## src/rtl/audio_i2s_out.sv

```systemverilog
// PSG + PCM stereo mixer with saturation, and the I2S serializer that owns the frame timebase.
// One frame is 64 BCK periods; next_sample pulses at each frame start.
module audio_i2s_out #(
   parameter int unsigned CLK_DIV = 4
) (
   input  logic        rst,
   input  logic        clk,
   input  logic        enable,
   input  logic [15:0] psg_left,
   input  logic [15:0] psg_right,
   input  logic [15:0] pcm_left,
   input  logic [15:0] pcm_right,
   output logic        next_sample,
   output logic        i2s_bck,
   output logic        i2s_lrck,
   output logic        i2s_data
);

   localparam logic [7:0] DIV_LAST = 8'(CLK_DIV - 1);

   logic [7:0]  div_cnt;
   logic [5:0]  bit_cnt;
   logic [5:0]  bit_nxt;
   logic [15:0] mix_l;
   logic [15:0] mix_r;
   logic [15:0] left_hold;
   logic [15:0] right_hold;
   logic [3:0]  l_idx;
   logic [3:0]  r_idx;
   logic        shift_ev;
   logic        data_nxt;

   function automatic logic [15:0] sat_add(input logic [15:0] a, input logic [15:0] b);
      logic [16:0] sum;
      sum = {a[15], a} + {b[15], b};
      if (sum[16] != sum[15])
         sat_add = sum[16] ? 16'h8000 : 16'h7FFF;
      else
         sat_add = sum[15:0];
   endfunction

   // Shift event is the bck 1->0 transition; bit_nxt is the slot position it enters.
   always_comb begin
      shift_ev = (div_cnt == DIV_LAST) && i2s_bck;
      bit_nxt  = bit_cnt + 6'd1;
      l_idx    = 4'(6'd16 - bit_nxt);
      r_idx    = 4'(6'd48 - bit_nxt);
      data_nxt = 1'b0;
      if (bit_nxt >= 6'd1 && bit_nxt <= 6'd16)
         data_nxt = left_hold[l_idx];
      else if (bit_nxt >= 6'd33 && bit_nxt <= 6'd48)
         data_nxt = right_hold[r_idx];
   end

   always_ff @(posedge clk or posedge rst) begin
      if (rst) begin
         mix_l <= '0;
         mix_r <= '0;
      end else begin
         mix_l <= sat_add(psg_left, pcm_left);
         mix_r <= sat_add(psg_right, pcm_right);
      end
   end

   always_ff @(posedge clk or posedge rst) begin
      if (rst) begin
         div_cnt     <= '0;
         bit_cnt     <= '1;
         i2s_bck     <= 1'b0;
         i2s_lrck    <= 1'b0;
         i2s_data    <= 1'b0;
         next_sample <= 1'b0;
      end else if (!enable) begin
         div_cnt     <= '0;
         bit_cnt     <= '1;
         i2s_bck     <= 1'b0;
         i2s_lrck    <= 1'b0;
         i2s_data    <= 1'b0;
         next_sample <= 1'b0;
      end else begin
         next_sample <= 1'b0;
         if (div_cnt == DIV_LAST) begin
            div_cnt <= '0;
            i2s_bck <= ~i2s_bck;
         end else begin
            div_cnt <= div_cnt + 8'd1;
         end
         if (shift_ev) begin
            bit_cnt  <= bit_nxt;
            i2s_lrck <= bit_nxt[5];
            i2s_data <= data_nxt;
            if (bit_nxt == '0)
               next_sample <= 1'b1;
         end
      end
   end

   // Holds survive enable drops; only rst clears them.
   always_ff @(posedge clk or posedge rst) begin
      if (rst) begin
         left_hold  <= '0;
         right_hold <= '0;
      end else if (enable && shift_ev && bit_nxt == '0) begin
         left_hold  <= mix_l;
         right_hold <= mix_r;
      end
   end

endmodule
```

## config.mk

```make
export PLATFORM = sky130hd
export DESIGN_NAME = audio_i2s_out
export DESIGN_NICKNAME = d
export VERILOG_FILES = /design/src/rtl/audio_i2s_out.sv
export SDC_FILE = /design/constraint.sdc
export NUM_CORES = 1
export LEC_CHECK = 0
export BUFFER_PORTS_ARGS = -buffer_cell sky130_fd_sc_hd__buf_4
export CAP_MARGIN = 20
export CORE_MARGIN = 1.5
export CORE_UTILIZATION = 30
export CTS_CLUSTER_SIZE = 8
export DETAILED_ROUTE_END_ITERATION = 8
export PLACE_DENSITY = 0.55
export REMOVE_ABC_BUFFERS = 1
export SETUP_SLACK_MARGIN = 0.05
export SYNTH_ARGS = -nofsm -noshare
export SYNTH_HDL_FRONTEND = slang
export SYNTH_SLANG_ARGS = --single-unit
```

## constraint.sdc

```tcl
create_clock -name clk -period 2.95 [get_ports clk]
set_clock_uncertainty 0.15 [all_clocks]
set_input_delay 0.59 -clock clk [delete_from_list [all_inputs] [get_ports clk]]
set_output_delay 0.59 -clock clk [all_outputs]
set_load 0.05 [all_outputs]
```

==> results.ini <==
[detailed_routing]
wl_um=10680
dr.pass1.iters=4
drt-initial-drc-count=179
via_count=4155
drc=0
wl_per_cell_um=12.39
antenna_left=0
viasPerCell=4.820

[die]
row_count=47
die_x_um=132.7
die_h_um=132.7
ioPinCount=71
core_sq_mm=0.01652
start_util_pct=30.54
die-area_sq_mm=0.01761

[sta]
holdWs_ns=0.1676
max-slew-margin-rel_pct=58.99
fin_crit_sh_pct=91.93
finalSetupViolations=0
period_needed_ns=2.712
grt_setup_unrepaired=no
worst_pin_slew_ns=0.6144
hold_violations=0
setup_slack_ns=0.2379
final_max_slew_viol_count=0
fmax_mhz=368.7

[placed_design]
portBuffers=70
pre_cts_ws_ns=-0.2970
hpwl_um=8160
gp_congestion=0.8204

[global_routing]
grt_max_degree=50
grt_pass1_wl_um=18750
grt_util_all_layers_pct=12.68
antenna_found_initial=0
grt_overflow=0
grt_pass1_vias=4142

[synth]
synthCells=544
ys_top_cells_by_area=dfrtp_1 (38%), nand2_1 (9.0%), ha_1 (8.7%), mux4_2 (3.6%), a21oi_1 (3.2%)
async_flop_share_pct=100.0
synth_common_cells=nand2_1 (121), dfrtp_1 (76), ha_1 (35), a21oi_1 (32), o21ai_0 (32)
yosysSeqAreaShare_pct=40.81
synth_flop_cell=dfrtp_1
synth_top_area_cell=dfrtp_1
yosysMostFrequentCell=nand2_1
synth_warnings=0
avgSynthCellArea_sq_um=9.276
netlist_area_sq_mm=0.005046
yosysTopAreaCellShare_pct=37.69
synth_edf_count=0
ys_types=60
ys_ff_latch=82

[power]
p_per_area_mw_per_mm2=498.8
power_uw=3155
leakage_uw=0.003056
vdd_ir_drop_max_mv=0.2786

[setup_path]
r2r_start=bit_cnt[1]
r2r_setup_slack_ns=0.27
required_ns=3.05
critical_path_class=input pin to flip-flop
rr_endpoint=i2s_data
startpoint=psg_right[0]
endpoint_kind=flip-flop
cp_max_fo=12
cp-start-kind=input pin
r2r.worst_path.cells=8
cp.arrival_ns=2.81
crit_path_end=mix_r[1]

[finish]
areaGrowthSynthToFinish_pct=25.37
final_nets=741
insertedDiodeCount=0
drive_above_1_share_pct=22.90

[clocking]
root_buffer=clkbuf_16
ctsLongestPathBuffers=2
cts_tree=done
clk_pin_slew_ns=0.06
ctsHoldBuffers=0
ctsHtreeMaxLevel=3
cts_sinks=82
cts_made_buffers=9
clk_latency_ns=0.33

[job]
maxCapViolations=0

[run_status]
outcome=complete, no violations

[min_path]
hp-class=input pin to async pin

==> cell usage in the layout (no fill, tap or decap), drive strengths merged, types with 2 or more instances in the layout <==
| cell type | netlist | layout |
|---|---|---|
| dfrtp | 76 | 76 |
| a2111oi | 2 | 2 |
| a21oi | 32 | 32 |
| nor2b | 6 | 6 |
| xnor2 | 16 | 16 |
| nand3 | 18 | 18 |
| nand2 | 122 | 122 |
| o21a | 8 | 8 |
| clkinv | 0 | 3 |
| or3 | 2 | 2 |
| o21ai | 37 | 37 |
| buf | 13 | 104 |
| and2 | 6 | 6 |
| ha | 35 | 35 |
| xor2 | 18 | 18 |
| o211ai | 5 | 5 |
| nor2 | 24 | 24 |
| o2111ai | 4 | 4 |
| inv | 18 | 21 |
| maj3 | 4 | 4 |
| a31oi | 8 | 8 |
| fa | 2 | 2 |
| a41oi | 2 | 2 |
| nand3b | 3 | 3 |
| a21o | 15 | 15 |
| o31a | 2 | 2 |
| and3 | 6 | 6 |
| nand2b | 8 | 8 |
| a211oi | 3 | 3 |
| nand4 | 2 | 2 |
| o21bai | 2 | 2 |
| nor3 | 6 | 6 |
| mux4 | 8 | 8 |
| dfstp | 6 | 6 |
| clkbuf | 9 | 9 |
==> metal layers <==
layer	track usage, %	up-vias	part of all wire [%]	wire length [um]
met3	1.916	8	2.9	305
met4	4.151	0	1.1	121
met5	0	-	0	0
li1	-	2090	-	-
met1	17.05	1982	48	5145
met2	20.97	75	48	5102
==> registers in the layout, summed over array words and instances (netlist names) <==
name         count
left_hold       16
i2s_bck          1
next_sample      1
bit_cnt          6
mix_l           16
i2s_lrck         1
i2s_data         1
mix_r           16
div_cnt          8
right_hold      16
==> report_power, final <==
group	switching (uW)	total [uW]	internal, uW	leakage, uW
Sequential	68.2	1370	1300	0.00103
Clock	471	1060	585	0.000139
Combinational	377	731	354	0.00188
==> cells by family (layout without fill, tap and decap cells) <==
kind of cell,after synthesis,in the layout,share of synthesized area (%)
AO/OA/AOI/OAI,130,130,16.54
XOR/XNOR,34,34,5.901
adder cells (fa/ha/maj),41,41,10.27
buffers and inverters,40,138,3.793
flip-flops,82,82,40.81
multiplexers,10,10,3.992
AND/OR/NAND/NOR,207,207,18.70
==> worst min path at each step <==
stage / start / endpoint / slack (ns) / cells past startpoint
floorplan: mix_l[0] / left_hold[0] / 0.27 / 2
global placement: mix_r[14] / right_hold[14] / 0.28 / 2
detailed placement: mix_r[4] / right_hold[4] / 0.28 / 2
CTS: rst / div_cnt[7] / 0.18 / 2
global route: rst / div_cnt[6] / 0.21 / 2
finish: rst / div_cnt[7] / 0.17 / 2
==> layout make-up <==
| cell class | count | area (sq um) |
|---|---|---|
| Fill cell | 1642 | 10200 |
| Multi-Input combinational cell | 422 | 2833 |
| Sequential cell | 82 | 2059 |
| Timing Repair Buffer | 104 | 805.8 |
| Tap cell | 220 | 275.3 |
| Clock buffer | 9 | 225.2 |
| Inverter | 18 | 68.82 |
| Clock inverter | 7 | 58.81 |
==> what timing repair did <==
item | 4_1_cts | 5_1_grt
buffers inserted | 0 | 0
endpoints found under the setup margin | 0 | 25
resized for setup | 0 | 6
==> worst max-delay path, cell delays in order <==
cell and delay, ns:
buf_4 0.08, ha_1 0.15, inv_1 0.05, fa_1 0.38, nor2b_1 0.18, o31a_1 0.19
o2111ai_1 0.14, a211o_1 0.34, a41oi_4 0.27, nand2_2 0.21, a21oi_1 0.23
==> through the flow <==
stage,std cells,util [%],TNS [ns],area (sq um)
6_report,862,38.28,0,6326
2_1_floorplan,522,-,0,4922
5_1_grt,862,38.28,0,6326
3_5_place_dp,846,36.34,-4.755,6005
3_3_place_gp,846,36.34,-2.420,6005
4_1_cts,862,38.06,0,6289
Power figures use the tool's default switching activity.
